**src/rtl/riscv_core_pkg.sv**
```systemverilog
`default_nettype none
// ============================================================================
// Module      : riscv_core_pkg
// Description : Shared types and constants for the RISC-V core.
//               FETCH_RUN / FETCH_FAULT : fetch sequencer states
//               NOP_INSTRUCTION         : canonical NOP (addi x0, x0, 0)
//               INSN_BYTES              : bytes per instruction word
// Revision    : 1.0 - initial release
// ============================================================================
package riscv_core_pkg;

    typedef enum logic [0:0] {
        FETCH_RUN   = 1'b0,
        FETCH_FAULT = 1'b1
    } fetch_state_t;

    localparam logic [31:0] NOP_INSTRUCTION = 32'h0000_0013;
    localparam int unsigned INSN_BYTES      = 4;

endpackage
`default_nettype wire

```
**src/rtl/fetch_unit.sv**
```systemverilog
`default_nettype none
// ============================================================================
// Module      : fetch_unit
// Description : PC sequencer and fetch stage. Drives the combinational
//               instruction memory with the current PC and registers each
//               fetched word plus its PC into a one-entry valid/ready output
//               stage. Handles redirects, halt and alignment/range faults.
// Ports       : clk, rst (async, active-high)
//               imem_addr / imem_instruction   : instruction memory port
//               redirect_valid / redirect_pc   : taken branch/jump
//               halt                           : suspend new fetches
//               out_valid / out_ready / out_instruction / out_pc : to decode
//               fault / fault_pc               : sticky fetch fault
//               fetch_count                    : accepted handshakes
// Revision    : 1.0 - initial release
// ============================================================================
module fetch_unit
    import riscv_core_pkg::*;
#(
    parameter int unsigned                  ADDR_WIDTH        = 8,
    parameter int unsigned                  INSTRUCTION_WIDTH = 32,
    parameter logic [INSTRUCTION_WIDTH-1:0] RESET_PC          = '0
) (
    input  logic                         clk,
    input  logic                         rst,
    output logic [INSTRUCTION_WIDTH-1:0] imem_addr,
    input  logic [INSTRUCTION_WIDTH-1:0] imem_instruction,
    input  logic                         redirect_valid,
    input  logic [INSTRUCTION_WIDTH-1:0] redirect_pc,
    input  logic                         halt,
    output logic                         out_valid,
    input  logic                         out_ready,
    output logic [INSTRUCTION_WIDTH-1:0] out_instruction,
    output logic [INSTRUCTION_WIDTH-1:0] out_pc,
    output logic                         fault,
    output logic [INSTRUCTION_WIDTH-1:0] fault_pc,
    output logic [31:0]                  fetch_count
);

    localparam logic [INSTRUCTION_WIDTH-1:0] c_insn_step = INSTRUCTION_WIDTH'(INSN_BYTES);
    localparam logic [INSTRUCTION_WIDTH-1:0] c_nop       = INSTRUCTION_WIDTH'(NOP_INSTRUCTION);

    fetch_state_t                   r_state;
    fetch_state_t                   w_state_next;
    logic [INSTRUCTION_WIDTH-1:0]   r_pc;
    logic                           w_load;
    logic                           w_legal;
    logic                           w_accept;

    assign imem_addr = r_pc;

    // Word aligned and inside the 2^ADDR_WIDTH byte window; anything else
    // must never reach the memory as a real fetch.
    assign w_legal  = (r_pc[1:0] == 2'b00) && ((r_pc >> ADDR_WIDTH) == '0);

    // A fetch happens only when the output slot is free or being freed.
    assign w_load   = (!out_valid || out_ready) && !halt &&
                      (r_state == FETCH_RUN) && !redirect_valid;

    // A redirect flushes the held entry, so it is never counted as accepted.
    assign w_accept = out_valid && out_ready && !redirect_valid;

    // FAULT is sticky: only reset returns to RUN.
    always_comb begin
        w_state_next = r_state;
        if ((r_state == FETCH_RUN) && w_load && !w_legal) begin
            w_state_next = FETCH_FAULT;
        end
    end

    always_ff @(posedge clk or posedge rst) begin
        if (rst) begin
            r_state <= FETCH_RUN;
        end else begin
            r_state <= w_state_next;
        end
    end

    always_ff @(posedge clk or posedge rst) begin
        if (rst) begin
            r_pc            <= RESET_PC;
            out_valid       <= 1'b0;
            out_instruction <= c_nop;
            out_pc          <= '0;
            fault           <= 1'b0;
            fault_pc        <= '0;
        end else if (redirect_valid) begin
            r_pc      <= redirect_pc;
            out_valid <= 1'b0;
        end else if (w_load) begin
            if (w_legal) begin
                out_instruction <= imem_instruction;
                out_pc          <= r_pc;
                out_valid       <= 1'b1;
                r_pc            <= r_pc + c_insn_step;
            end else begin
                // w_load guarantees any held entry is consumed this cycle.
                fault     <= 1'b1;
                fault_pc  <= r_pc;
                out_valid <= 1'b0;
            end
        end else if (out_valid && out_ready) begin
            out_valid <= 1'b0;
        end
    end

    always_ff @(posedge clk or posedge rst) begin
        if (rst) begin
            fetch_count <= '0;
        end else if (w_accept) begin
            fetch_count <= fetch_count + 32'd1;
        end
    end

endmodule
`default_nettype wire

```
**config.mk**
```make
export PLATFORM = sky130hd
export DESIGN_NAME = fetch_unit
export DESIGN_NICKNAME = d
export VERILOG_FILES = /design/src/rtl/riscv_core_pkg.sv /design/src/rtl/fetch_unit.sv
export SDC_FILE = /design/constraint.sdc
export NUM_CORES = 1
export LEC_CHECK = 0
export CORE_AREA = 3 3 131 133
export DETAILED_ROUTE_END_ITERATION = 12
export DIE_AREA = 0 0 134 136
export MAX_ROUTING_LAYER = met4
export PLACE_DENSITY = 0.85
export SLEW_MARGIN = 20
export SYNTH_ARGS = -nofsm -noshare
export SYNTH_HDL_FRONTEND = slang
export SYNTH_SLANG_ARGS = --single-unit
```
**constraint.sdc**
```tcl
create_clock -name clk -period 4.8 [get_ports clk]
set_input_delay 0.72 -clock clk [delete_from_list [all_inputs] [get_ports clk]]
set_output_delay 0.72 -clock clk [all_outputs]
set_load 0.02 [all_outputs]
```
==> impl_metrics.json, run 1 <==
{
  "yosys_warnings": 0,
  "cts_setup_buffers": 0,
  "grt_max_degree": 95,
  "fin_crit_sh": 0.611,
  "layout.nets": 752,
  "grt_setup_unrepaired": "no",
  "synthArstFlopShare": 1.00,
  "setup_violations": 0,
  "internal-power_uw": 2980,
  "dieWidth_um": 134,
  "drv_cap": 0,
  "timing_hold_violations_final": 0,
  "yosysUniqueCellTypes": 35,
  "final_cell_mix": "clkdlybuf4s50_1 (229), dfrtp_1 (160), mux2_2 (89), nor2b_1 (27), xnor2_1 (25)",
  "final_common_cell": "clkdlybuf4s50_1",
  "cp_data_required_time_ns": 5.09,
  "synth_top_cell_by_area": "dfrtp_1",
  "worstHoldPathType": "flip-flop to flip-flop",
  "yosysSeqAreaShare": 0.642,
  "path_clk_slew_ns": 0.06,
  "fin_total_pwr_uw": 4050,
  "area_delta_synth_final_pct": 50.1,
  "cts_buffer_depth": 2,
  "h-tree-depth": 4,
  "syn_area_per_cell_sq_um": 14.4,
  "max_freq_mhz": 341,
  "ys_seq_elements": 163,
  "clkSinkCount": 163,
  "status": "finished, final reports clean",
  "gr-usage-all-layers": 0.183,
  "first_global_vias": 4885,
  "path_max_fanout": 20,
  "comb_power_share": 0.218,
  "fin_skew_ns": 0.00918,
  "p_per_area_nw_per_um2": 424,
  "fp.dieArea_sq_um": 18200,
  "path_class": "flip-flop to flip-flop",
  "worstReg2RegEnd": "fault_pc[27]",
  "grt_antenna_before_repair": 0,
  "setup.worst_path.end": "fault_pc[27]",
  "vias": 4402,
  "ir_drop_mv": 0.309,
  "cpPeakStageDelay_ns": 0.72,
  "worstMarginPinSlew_ns": 0.940,
  "overflow": 0,
  "first_pass_iters": 4,
  "cts_hold_buf": 0,
  "reg2regPathDepth": 5,
  "slew-limit-headroom": 0.373,
  "cts_tree": "done",
  "startpoint_type": "flip-flop",
  "ant_nets": 0,
  "worstPathCellList": "nor4_1 > nand4_1 > o21ai_4 > buf_4 > mux2_2",
  "routabilityCongestion": 0.810,
  "switching_share": 0.263,
  "synth_ff_type": "dfrtp_1",
  "power.leakage_uw": 0.00418,
  "syn-num-nets": 514,
  "fin_crit_ns": 2.94,
  "pwr-share-clk": 0.370,
  "wire_per_inst_um": 17.4,
  "arrival_ns": 3.22,
  "grt_pass1_wl_mm": 25.7,
  "ioPinCount": 231,
  "die-height_um": 136,
  "power.net_switching_uw": 1060,
  "slowest_stage": "o21ai_4",
  "portBuffers": 230,
  "ctsResizeCount": 0,
  "fin_tns_setup_ns": 0,
  "num_rows": 46,
  "drc": 0,
  "hold_depth": 1,
  "cts_buffers": 17,
  "synth.cell_area_sq_um": 6360,
  "cp-end-kind": "flip-flop",
  "synth_cells": 443,
  "clockRootBuffer": "clkbuf_16",
  "synth_edf_count": 0,
  "start_util": 0.399,
  "startpoint": "imem_addr[9]",
  "seq_power_share": 0.412,
  "drv_slew": 0,
  "drt-initial-drc-count": 151,
  "wl_mm": 15.8,
  "drive_gt1_frac": 0.195,
  "insertion_delay_ns": 0.41,
  "via_per_inst": 4.84,
  "netlist_top_cells_area": "dfrtp_1 (63%), mux2_2 (16%), xnor2_1 (3.4%)",
  "reg2reg_from": "imem_addr[9]",
  "dp_hpwl_mm": 11.4,
  "regToRegSetupSlack_ns": 1.86,
  "core-area_sq_um": 15900,
  "num_antenna_cells": 0,
  "synth_top_area_frac": 0.629
}
-- stage by stage --
stage | instance area [sq um] | util | instances | setup slack [ns] | hold WS [ns]
finish | 9550 | 0.599 | 910 | 1.86 | 0.463
global route | 9550 | 0.599 | 910 | 1.65 | 0.482
CTS | 9550 | 0.599 | 910 | 1.81 | 0.466
detailed placement | 8890 | 0.558 | 878 | 1.53 | 0.448
global placement | 8890 | 0.558 | 878 | 1.59 | 0.446
floorplan | 6370 | - | 443 | 2.01 | 0.428
-- layout make-up --
type	count	area, sq um
repair buffers	234	2340
well taps	216	270
inverters	8	33.8
fillers	1272	6390
multi-input cells	257	2160
flip-flops and latches	163	4080
clock buffers	21	460
clock inverters	11	198
-- flip-flops by register name, summed over array words and instances, names as in the netlist --
| register | cells |
|---|---|
| fault | 1 |
| fault_pc | 32 |
| r_state | 1 |
| out_instruction | 32 |
| fetch_count | 32 |
| imem_addr | 32 |
| out_pc | 32 |
| out_valid | 1 |
-- power groups by stage --
| stage | clock network (uW) | registers [uW] | logic, uW |
|---|---|---|---|
| after floorplan | 0 | 1890 | 196 |
| after global placement | 0 | 1680 | 873 |
| after detailed placement | 0 | 1690 | 889 |
| after CTS | 1540 | 1670 | 893 |
| after global routing | 1590 | 1690 | 932 |
| final | 1500 | 1670 | 882 |
-- per-layer routing --
| layer | track usage | routed length (um) | up-vias |
|---|---|---|---|
| met1 | 0.214 | 6550 | 2227 |
| met5 | - | 0 | - |
| met3 | 0.0481 | 851 | 15 |
| met4 | 0.0531 | 204 | 0 |
| li1 | - | - | 2020 |
| met2 | 0.313 | 8190 | 140 |
-- cells in the mapped netlist (4+ instances only) --
| master | count |
|---|---|
| nand2_1 | 19 |
| clkbuf_1 | 7 |
| buf_6 | 5 |
| nor2_1 | 15 |
| nor2b_1 | 27 |
| dfrtp_1 | 160 |
| mux2_2 | 89 |
| nor4_1 | 10 |
| and3_1 | 4 |
| nand4_1 | 10 |
| xor2_1 | 10 |
| inv_1 | 8 |
| nand3_1 | 12 |
| mux2_1 | 7 |
| o21ai_0 | 5 |
| xnor2_1 | 25 |
-- worst max-delay path, delay by kind of cell (launching register included) --
family	cells	cell delay, ns
AOI/OAI and AO/OA	1	0.72
buffers and inverters	1	0.40
DFF	1	0.41
muxes	1	0.37
and+or+nand+nor	2	0.89
-- worst min-delay path by stage --
stage | start | endpoint | slack, ns
5_1_grt | r_state | r_state | 0.48
6_report | r_state | r_state | 0.46
3_5_place_dp | r_state | r_state | 0.45
4_1_cts | r_state | r_state | 0.47
2_1_floorplan | r_state | r_state | 0.43
3_3_place_gp | r_state | r_state | 0.45
-- logic make-up (layout without fill, tap and decap cells) --
group / Yosys count / in the layout / share of synthesized area
xor+xnor: 35 / 35 / 0.0482
compound gates: 9 / 9 / 0.00845
mux: 97 / 97 / 0.171
fa+ha+maj: 2 / 2 / 0.00393
buf+inv: 23 / 274 / 0.0201
flops: 163 / 163 / 0.642
simple gates: 114 / 114 / 0.106
Note: power is estimated with default switching activity, not from simulation.
==> inputs of run 2 (changes only) <==
- CORE_AREA: 3 3 131 133 -> 3 3 123 125
- DIE_AREA: 0 0 134 136 -> 0 0 126 128
- PLACE_DENSITY: 0.85 -> 0.91
- clock period: 4.8 -> 2.8 ns (I/O delays scaled with it)
==> run 2 against run 1 <==
Net effect:
- sequential power grew 71%
- global-route usage increased by 2.1 points
- combinational power up 72%
- clock skew down 0.0021 ns
- hold slack worse by 0.00077 ns
- first-iteration DRC count increased by 30%
- critical path depth up 1
- largest power group unchanged
==> impl_metrics.json, run 2 (synthesis gave the netlist of run 1 again) <==
{
  "power.leakage_uw": 0.00418,
  "fin_skew_ns": 0.00705,
  "core-area_sq_um": 14000,
  "path_clk_slew_ns": 0.06,
  "pwr-share-clk": 0.335,
  "drv_cap": 0,
  "comb_power_share": 0.230,
  "arrival_ns": 2.66,
  "worstHoldPathType": "flip-flop to flip-flop",
  "slew-limit-headroom": 0.599,
  "fp.dieArea_sq_um": 16100,
  "start_util": 0.455,
  "fin_tns_setup_ns": 0,
  "seq_power_share": 0.435,
  "wl_mm": 15.7,
  "power.net_switching_uw": 1790,
  "die-height_um": 128,
  "max_freq_mhz": 422,
  "path_delay_family": "simple AND/OR/NAND/NOR gates",
  "internal-power_uw": 4790,
  "cts_buffers": 17,
  "via_per_inst": 5.01,
  "startpoint_type": "flip-flop",
  "cp_data_required_time_ns": 3.09,
  "grt_max_degree": 79,
  "cts_setup_buffers": 0,
  "wire_per_inst_um": 17.8,
  "cts_buffer_depth": 2,
  "first_global_vias": 4763,
  "path_max_fanout": 64,
  "cp_num_cells": 6,
  "reg2regPathDepth": 6,
  "final_cell_mix": "clkdlybuf4s50_1 (229), dfrtp_1 (160), mux2_2 (89), nor2b_1 (27), xnor2_1 (25)",
  "cpPeakStageDelay_ns": 0.40,
  "clockRootBuffer": "clkbuf_16",
  "grt_setup_unrepaired": "no",
  "layout.nets": 758,
  "first_pass_iters": 4,
  "clkSinkCount": 163,
  "p_per_area_nw_per_um2": 694,
  "cts_hold_buf": 0,
  "routabilityCongestion": 0.844,
  "cp-end-kind": "flip-flop",
  "worstMarginPinSlew_ns": 0.597,
  "worstPathCellList": "nor4_1 > nand4_1 > buf_4 > nor4_4 > buf_12 > mux2_2",
  "ir_drop_mv": 0.527,
  "reg2reg_from": "imem_addr[9]",
  "drive_gt1_frac": 0.202,
  "drc": 0,
  "h-tree-depth": 4,
  "fin_crit_ns": 2.37,
  "ioPinCount": 231,
  "portBuffers": 230,
  "setup.worst_path.end": "out_instruction[26]",
  "drv_slew": 0,
  "path_class": "flip-flop to flip-flop",
  "slowest_stage": "dfrtp_1",
  "grt_pass1_wl_mm": 25.2,
  "timing_hold_violations_final": 0,
  "num_antenna_cells": 0,
  "overflow": 0,
  "regToRegSetupSlack_ns": 0.43,
  "final_common_cell": "clkdlybuf4s50_1",
  "cts_tree": "done",
  "switching_share": 0.272,
  "dp_hpwl_mm": 11.4,
  "grt_antenna_before_repair": 0,
  "startpoint": "imem_addr[9]",
  "drt-initial-drc-count": 197,
  "status": "finished, final reports clean",
  "ctsResizeCount": 0,
  "gr-usage-all-layers": 0.204,
  "worstReg2RegEnd": "out_instruction[26]",
  "fin_crit_sh": 0.846,
  "ant_nets": 0,
  "num_rows": 43,
  "area_delta_synth_final_pct": 49.0,
  "setup_violations": 0,
  "fin_total_pwr_uw": 6580,
  "insertion_delay_ns": 0.41,
  "dieWidth_um": 126,
  "vias": 4408,
  "cp.buffers_inverters": 2
}
==> run 2: cell count changes in the layout (fill, tap and decap cells not counted) <==
cell	previous run	this run
buf_12	1	3
clkbuf_1	2	1
clkinv_2	1	5
bufinv_16	5	1
clkinv_4	2	0
clkinvlp_4	2	3
clkbuf_8	2	4
inv_6	2	1
buf_4	3	7
==> run 2: how the worst min path moves through the flow <==
| stage | from | to | slack [ns] | depth (start not counted) |
|---|---|---|---|---|
| finish | r_state | r_state | 0.46 | 1 |
| global route | r_state | r_state | 0.51 | 1 |
| CTS | r_state | r_state | 0.47 | 1 |
| detailed placement | r_state | r_state | 0.45 | 1 |
| global placement | r_state | r_state | 0.45 | 1 |
| floorplan | r_state | r_state | 0.43 | 1 |
==> run 2: power groups by stage <==
stage | clock, uW | combinational [uW] | sequential [uW]
after floorplan | 0 | 337 | 3240
after global placement | 0 | 1500 | 2870
after detailed placement | 0 | 1530 | 2900
after CTS | 2260 | 1540 | 2860
after global routing | 2360 | 1590 | 2900
final | 2200 | 1520 | 2860
==> run 2: worst reg2reg max path: stages (launching register included) <==
cell and delay (ns):
dfrtp_1 0.40, nor4_1 0.39, nand4_1 0.18, buf_4 0.21
nor4_4 0.31, buf_12 0.31, mux2_2 0.45
==> run 2: per-stage QoR <==
stage                     cell area, sq um  hold WS [ns]  setup WS, ns  std cells  utilization
after floorplan                       6370         0.428         0.312        443            -
after global placement                8920         0.448         0.194        848        0.637
after detailed placement              8920         0.451         0.110        848        0.637
after CTS                             9480         0.467         0.417        879        0.678
after global routing                  9480         0.506         0.212        879        0.678
final                                 9480         0.462         0.431        879        0.678
==> run 2: routing by layer <==
metal | track usage | wire [um] | vias to the layer above
li1 | - | - | 2026
met1 | 0.244 | 6330 | 2207
met2 | 0.341 | 8150 | 153
met3 | 0.0525 | 919 | 22
met4 | 0.0700 | 262 | 0
met5 | - | 0 | -
==> run 2: layout make-up <==
| class | instances | area, sq um |
|---|---|---|
| Fill cell | 916 | 4510 |
| Tap cell | 180 | 225 |
| Inverter | 8 | 33.8 |
| Multi-Input combinational cell | 257 | 2160 |
| Clock buffer | 22 | 484 |
| Sequential cell | 163 | 4080 |
| Clock inverter | 9 | 78.8 |
| Timing Repair Buffer | 240 | 2410 |
